`src/rtl/lane_array_fifo.sv`:
```
// lane_array_fifo: show-ahead valid/ready FIFO for channel x lane x bit packed words,
// with optional per-channel lane reversal on write and a 64-bit delivered-word counter.
module lane_array_fifo #(
  parameter int unsigned CH    = 2,
  parameter int unsigned LANES = 4,
  parameter int unsigned W     = 4,
  parameter int unsigned DEPTH = 4
) (
  input  logic                               clk,
  input  logic                               rst,
  input  logic                               in_valid,
  output logic                               in_ready,
  input  logic [CH-1:0][LANES-1:0][W-1:0]    in_data,
  input  logic                               in_rev,
  input  logic                               flush,
  output logic                               out_valid,
  input  logic                               out_ready,
  output logic [CH-1:0][LANES-1:0][W-1:0]    out_data,
  output logic [$clog2(DEPTH):0]             count,
  output logic [63:0]                        xfer_cnt
);

  localparam int unsigned AW = $clog2(DEPTH);
  localparam int unsigned CW = AW + 1;
  localparam logic [CW-1:0] DepthC = CW'(DEPTH);

  typedef logic [CH-1:0][LANES-1:0][W-1:0] word_t;

  word_t         mem_q [DEPTH];
  word_t         wr_word;
  logic [AW-1:0] wr_ptr_q, wr_ptr_d;
  logic [AW-1:0] rd_ptr_q, rd_ptr_d;
  logic [CW-1:0] count_q, count_d;
  logic [63:0]   xfer_cnt_q, xfer_cnt_d;
  logic          out_valid_q, out_valid_d;
  logic          wr_fire, rd_fire;

  // Handshake decode; flush discards any transfer in the same cycle.
  always_comb begin
    in_ready  = !rst && (count_q < DepthC);
    out_valid = out_valid_q;
    out_data  = mem_q[rd_ptr_q];
    count     = count_q;
    xfer_cnt  = xfer_cnt_q;
    wr_fire   = in_valid && in_ready && !flush;
    rd_fire   = out_valid_q && out_ready && !flush;
  end

  // Optional lane reversal inside every channel; channel order is kept.
  always_comb begin
    wr_word = in_data;
    if (in_rev) begin
      for (int c = 0; c < int'(CH); c++) begin
        for (int l = 0; l < int'(LANES); l++) begin
          wr_word[c][l] = in_data[c][int'(LANES) - 1 - l];
        end
      end
    end
  end

  // Next-state for pointers, occupancy, valid flag and delivered-word counter.
  always_comb begin
    wr_ptr_d   = wr_ptr_q;
    rd_ptr_d   = rd_ptr_q;
    count_d    = count_q;
    xfer_cnt_d = xfer_cnt_q;
    if (flush) begin
      wr_ptr_d = '0;
      rd_ptr_d = '0;
      count_d  = '0;
    end else begin
      if (wr_fire) wr_ptr_d = wr_ptr_q + AW'(1);
      if (rd_fire) begin
        rd_ptr_d   = rd_ptr_q + AW'(1);
        xfer_cnt_d = xfer_cnt_q + 64'd1;
      end
      unique case ({wr_fire, rd_fire})
        2'b10:   count_d = count_q + CW'(1);
        2'b01:   count_d = count_q - CW'(1);
        default: count_d = count_q;
      endcase
    end
    out_valid_d = (count_d != '0);
  end

  // Control state with asynchronous reset.
  always_ff @(posedge clk or posedge rst) begin
    if (rst) begin
      wr_ptr_q    <= '0;
      rd_ptr_q    <= '0;
      count_q     <= '0;
      xfer_cnt_q  <= '0;
      out_valid_q <= 1'b0;
    end else begin
      wr_ptr_q    <= wr_ptr_d;
      rd_ptr_q    <= rd_ptr_d;
      count_q     <= count_d;
      xfer_cnt_q  <= xfer_cnt_d;
      out_valid_q <= out_valid_d;
    end
  end

  // Storage array; contents are deliberately not reset.
  always_ff @(posedge clk) begin
    if (wr_fire) mem_q[wr_ptr_q] <= wr_word;
  end

endmodule

```
`config.mk`:
```
export PLATFORM = sky130hd
export DESIGN_NAME = lane_array_fifo
export DESIGN_NICKNAME = d
export VERILOG_FILES = /design/src/rtl/lane_array_fifo.sv
export SDC_FILE = /design/constraint.sdc
export NUM_CORES = 1
export LEC_CHECK = 0
export ABC_AREA = 1
export CAP_MARGIN = 20
export CORE_MARGIN = 8
export CORE_UTILIZATION = 30
export DETAILED_ROUTE_END_ITERATION = 10
export PLACE_DENSITY_LB_ADDON = 0.15
export RECOVER_POWER = 25
export SYNTH_ARGS = -nofsm -noshare
export SYNTH_HDL_FRONTEND = slang
export SYNTH_SLANG_ARGS = --single-unit
```
`constraint.sdc`:
```
create_clock -name clk -period 3.4 [get_ports clk]
set_clock_uncertainty 0.1 [all_clocks]
set_input_delay 0.51 -clock clk [delete_from_list [all_inputs] [get_ports clk]]
set_output_delay 0.51 -clock clk [all_outputs]
set_load 0.01 [all_outputs]
```
* Word-level counts from Yosys, hierarchy flattened
Memories as Yosys holds them, arrays and structs flattened.
Index checks and enable logic that the tools add are counted.
Widths: inputs -> output; s select.
** Operators by class
- Add/subtract/negate cells :: 5
- $lt $le $gt $ge :: 1
- Equality and inequality tests :: 2
- Mux-type cells :: 9
- Bitwise operators :: 1
- Reductions and logical operators :: 11
** Operators by type and width (count)
- $add 64x1->64 const B :: 1
- $mux 32 :: 1
- $mux 2 :: 4
- $pmux 3 s2 :: 1
- $logic_and 1x1->1 :: 5
- $add 2x1->2 const B :: 2
- $reduce_bool 2->1 :: 2
- $add 3x1->3 const B :: 1
- $lt 3x3->1 const B :: 1
- $mux 3 :: 1
- $reduce_bool 3->1 :: 1
- $sub 3x1->3 const B :: 1
- $eq 2x1->1 const B :: 1
- $eq 2x2->1 const B :: 1
- $logic_not 1->1 :: 2
- $mux 1 :: 2
- $reduce_and 2->1 :: 1
- $not 1->1 :: 1
** Word-level totals
- Flip-flop bits (word level) :: 72
- Memory bits (writable) :: 128
- Input bits :: 38
- Logic and storage cells :: 35
- Memories :: 1
** Memories
- mem_q :: words 4, width 32, read ports 1, clocked after Yosys merged registers in 0, wr ports 1, RTL line 29 : word_t mem_q [DEPTH];

* Longest topological paths before layout
- Word-level depth :: 8
- Mapped depth :: 11
- Depth with buffers taken out :: 10

* Least setup slack after synthesis
No wires, ideal clock.
- Path type :: in2reg
- From :: in rst
- To :: mem mem_q[0][0] (netlist bit) (enable)
- Arrival :: 2.368 ns
- Setup slack :: 0.511 ns
- Stages on the path :: 3
- Buffers on the path :: 0
- Cell sequence :: nor2_1 > nand3_1 > nor2_1
** On the way
- Longest elaborated chain between the ends :: 6
** Ends and longest elaborated chain
- start: declaration :: RTL line 10 : input logic rst,
- $logic_not 1->1 (no line)
- $logic_and 1x1->1 :: RTL line 40 : in_ready = !rst && (count_q < DepthC);
- $logic_and 1x1->1 (2 in series) :: RTL line 45 : wr_fire = in_valid && in_ready && !flush;
- $mux 1 :: RTL line 105 : if (wr_fire) mem_q[wr_ptr_q] <= wr_word;
- $mux 1 (implied by the code) :: RTL line 105
- end: declaration :: RTL line 29
Every way passes these cells.

==> metrics.cfg <==
[run_status]
status = complete, but fails checks
failed_checks = max-capacitance violations, max-slew violations

[logic_synthesis]
ys_types = 34
post-synth-top-area-cell = sky130_fd_sc_hd__edfxtp_1
syn_area_per_cell_um2 = 9.54
post_synthesis_instance_area_um2 = 9510
synth_top_cells_by_area = sky130_fd_sc_hd__edfxtp_1, sky130_fd_sc_hd__dfrtp_1, sky130_fd_sc_hd__nand2_1
postSynth.asyncResetShare_pct = 36.0
synthFlopType = sky130_fd_sc_hd__edfxtp_1
ys_warn_count = 0
synth_cells = 997
synth-seq-area-share_pct = 59.4
yosysTopAreaCellShare_pct = 40.4
synthesized_nets = 1042
synth_seq_cells = 200
synth_edf_count = 128

[sta]
min_period_over_period_pct = 89.0
tightest_slew_ps = 1740
fmaxAchievable_ghz = 0.331
hold_slack_ps = 398
final.min_clock_period_ps = 3030
final-max-slew-violation-count = 49
finalSetupViolCount = 0
final_hold_viol_count = 0
rsz_0062_raised_after_global_routing = false
slew_headroom_pct = -16.0
setup-tns-final_ps = 0
worst_slack_ps = 375

[worst_setup_path]
cp-end-kind = primary output
cp_max_fo = 25
worst_setup_path_startpoint = rd_ptr_q[1]
worst_r2r_startpoint = count[2]
crit_buf_inv = 3
cp.depth = 5
worst_r2r_endpoint = out_valid
critical_path_class = reg -> out
worst_r2r_path_depth = 9
timing.critical_path.arrival_ps = 2420
critical_path.top_delay_family = buffers and inverters
critPathLaunchType = register
timing.critical_path.to = out_data[12]
critPathMaxStageDelay_ps = 610
worst_path_max_delay_cell = sky130_fd_sc_hd__dfrtp_1
critPathRequiredTime_ps = 2790
cp_cell_sequence = inv_1 > buf_12 > o21ai_0 > o22ai_1 > clkdlybuf4s50_1
reg2reg_slack_ps = 1240

[placed_design]
gp_congestion = 0.796
io_buffer_count = 138
dp_hpwl_um = 18900
post-place-ws_ps = 591
dp_cells = 1527

[clock_network]
sinks_on_clock_net = 200
postCtsHoldBufs = 0
postCtsSetupRepairBufs = 0
tritoncts_clock_tree = yes
cts_resized = 0
cts_root_buf = sky130_fd_sc_hd__clkbuf_16
worst_setup_hold_path_clk_slew_ps = 90
clock_tree.htree_level_count = 4
number_of_cts_inserted_buffers = 17
clk_path_buf_depth = 2
clk-insertion-delay-late_ps = 440

[floorplanning]
die_h_um = 194
io_pins = 139
fp.coreArea_um2 = 31400
placementRows = 65
initial_core_util_pct = 30.3
die_width_um = 194
fp.dieArea_um2 = 37600

[power_and_ir_drop]
power_per_cell_area_nw_per_um2 = 452
total_power_mw = 5.46
total_leakage_power_nw = 4.69
max-vdd-ir-drop_v = 0.000285

[global_route]
vias_in_the_first_global_route = 7235
grt_start_max_net_pins = 49
grt_overflow_total = 0
grt_use_total_pct = 14.0
first_pass_grt_wire_length_um = 41400
initial_antenna_violation_count = 0

[route]
vias = 7188
wire_per_inst_um = 16.8
ant_nets_after_route = 0
drc_errors = 0
route.final.wire_length_um = 26300
drtPass1Iterations = 5
drt_first_iter_violations = 366
vias_per_cell = 4.61

[final_layout]
num_antenna_cells = 0
filler_cell_count = 3147
area_delta_synth_final_pct = 26.9
finish.cell_count_without_fillers = 1559
nNetsFinal = 1189
layout-drive-gt1-share_pct = 8.12

[run]
max_cap_viol_count = 1

[hold_path]
type_of_the_most_critical_hold_path = reg -> reg

[power breakdown]
part	internal [mW]	leakage [nW]	switching [mW]
Sequential	2.66	2.13	0.0507
Combinational	0.254	2.24	0.315
Clock	1.06	0.316	1.13
Total	3.97	4.69	1.49
[cell usage in the layout, fill, tap and decap left out, types with 6 or more instances in the layout]
master	netlist	routed
sky130_fd_sc_hd__nand3_1	26	27
sky130_fd_sc_hd__edfxtp_1	128	128
sky130_fd_sc_hd__clkdlybuf4s50_1	0	130
sky130_fd_sc_hd__nand2_2	9	9
sky130_fd_sc_hd__nand3b_1	15	15
sky130_fd_sc_hd__nor2_2	7	11
sky130_fd_sc_hd__buf_4	0	12
sky130_fd_sc_hd__and2_1	6	6
sky130_fd_sc_hd__o21ai_0	90	90
sky130_fd_sc_hd__inv_1	88	88
sky130_fd_sc_hd__nand4_1	15	15
sky130_fd_sc_hd__xnor2_1	18	18
sky130_fd_sc_hd__a21oi_1	19	19
sky130_fd_sc_hd__o22ai_1	32	32
sky130_fd_sc_hd__clkbuf_16	0	17
sky130_fd_sc_hd__dfrtp_1	72	71
sky130_fd_sc_hd__dlygate4sd3_1	0	7
sky130_fd_sc_hd__nand2_1	202	202
sky130_fd_sc_hd__xor2_1	14	14
sky130_fd_sc_hd__nor2_4	10	10
sky130_fd_sc_hd__nor2_1	181	177
sky130_fd_sc_hd__ha_1	6	6
[worst min-delay path by stage]
stage | from | end | slack (ps) | cells after the start
after floorplan | wr_ptr_q[1] | wr_ptr_q[1] | 400 | 2
after global placement | xfer_cnt[63] | xfer_cnt[63] | 390 | 2
after detailed placement | xfer_cnt[63] | xfer_cnt[63] | 380 | 2
after CTS | xfer_cnt[63] | xfer_cnt[63] | 400 | 2
after global routing | xfer_cnt[63] | xfer_cnt[63] | 440 | 2
final | xfer_cnt[63] | xfer_cnt[63] | 400 | 2
[flip-flops by register name, indices dropped and copies added (netlist names)]
signal and count:
mem_q 128, xfer_cnt 64, count 3, rd_ptr_q 2, wr_ptr_q 2, out_valid 1
[per-stage QoR]
stage	area, um^2	util [%]
after floorplan	9510	-
after global routing	12100	38.4
after global placement	11500	36.5
after detailed placement	11500	36.5
after CTS	12100	38.6
final	12100	38.4
[layer usage]
layer	global-route usage [%]	part of all wire (%)	vias up	wire length [um]
met3	3.14	3.9	15	1030
met5	0	0	-	0
met2	22.7	46	129	12100
met1	18.9	49	3437	12900
met4	3.11	0.98	0	258
li1	-	-	3607	-
[layout make-up]
cell class	instances	area, um^2	area share, %
clock inverters	15	229	1.90
clock buffers	17	425	3.53
flip-flops and latches	200	5650	46.8
multi-input cells	678	3400	28.2
repair buffers	156	1520	12.6
inverters	91	342	2.83
well taps	402	503	4.17
[cell usage after synthesis, types with 3 or more instances]
master,instances
sky130_fd_sc_hd__nor2_4,10
sky130_fd_sc_hd__ha_1,6
sky130_fd_sc_hd__inv_2,3
sky130_fd_sc_hd__nor3_1,5
sky130_fd_sc_hd__o21ai_1,5
sky130_fd_sc_hd__nand3_1,26
sky130_fd_sc_hd__xor2_1,14
sky130_fd_sc_hd__nor2_2,7
sky130_fd_sc_hd__edfxtp_1,128
sky130_fd_sc_hd__buf_2,5
sky130_fd_sc_hd__xnor2_1,18
sky130_fd_sc_hd__nand2_4,4
sky130_fd_sc_hd__dfrtp_1,72
sky130_fd_sc_hd__nand2_1,202
sky130_fd_sc_hd__nor2_8,3
sky130_fd_sc_hd__o21ai_0,90
sky130_fd_sc_hd__a21oi_1,19
sky130_fd_sc_hd__clkbuf_1,21
sky130_fd_sc_hd__and2_1,6
sky130_fd_sc_hd__nand2_2,9
sky130_fd_sc_hd__inv_1,88
sky130_fd_sc_hd__nand3b_1,15
sky130_fd_sc_hd__nand4_1,15
sky130_fd_sc_hd__nor2_1,181
sky130_fd_sc_hd__o22ai_1,32
[logic make-up after synthesis]
logic type,synth area share [%]
buffers and inverters,4.84
xor gates and xnor gates,2.95
adders and majority gates,1.00
DFF,59.4
AOI/OAI and AO/OA,8.26
and+or+nand+nor,23.6
[worst min-delay path: stages (launching register included)]
cell                      delay (ps)
sky130_fd_sc_hd__dfrtp_1         370
sky130_fd_sc_hd__nand2_1          60
sky130_fd_sc_hd__nand2_1          50
(Power assumes the default switching activity.)
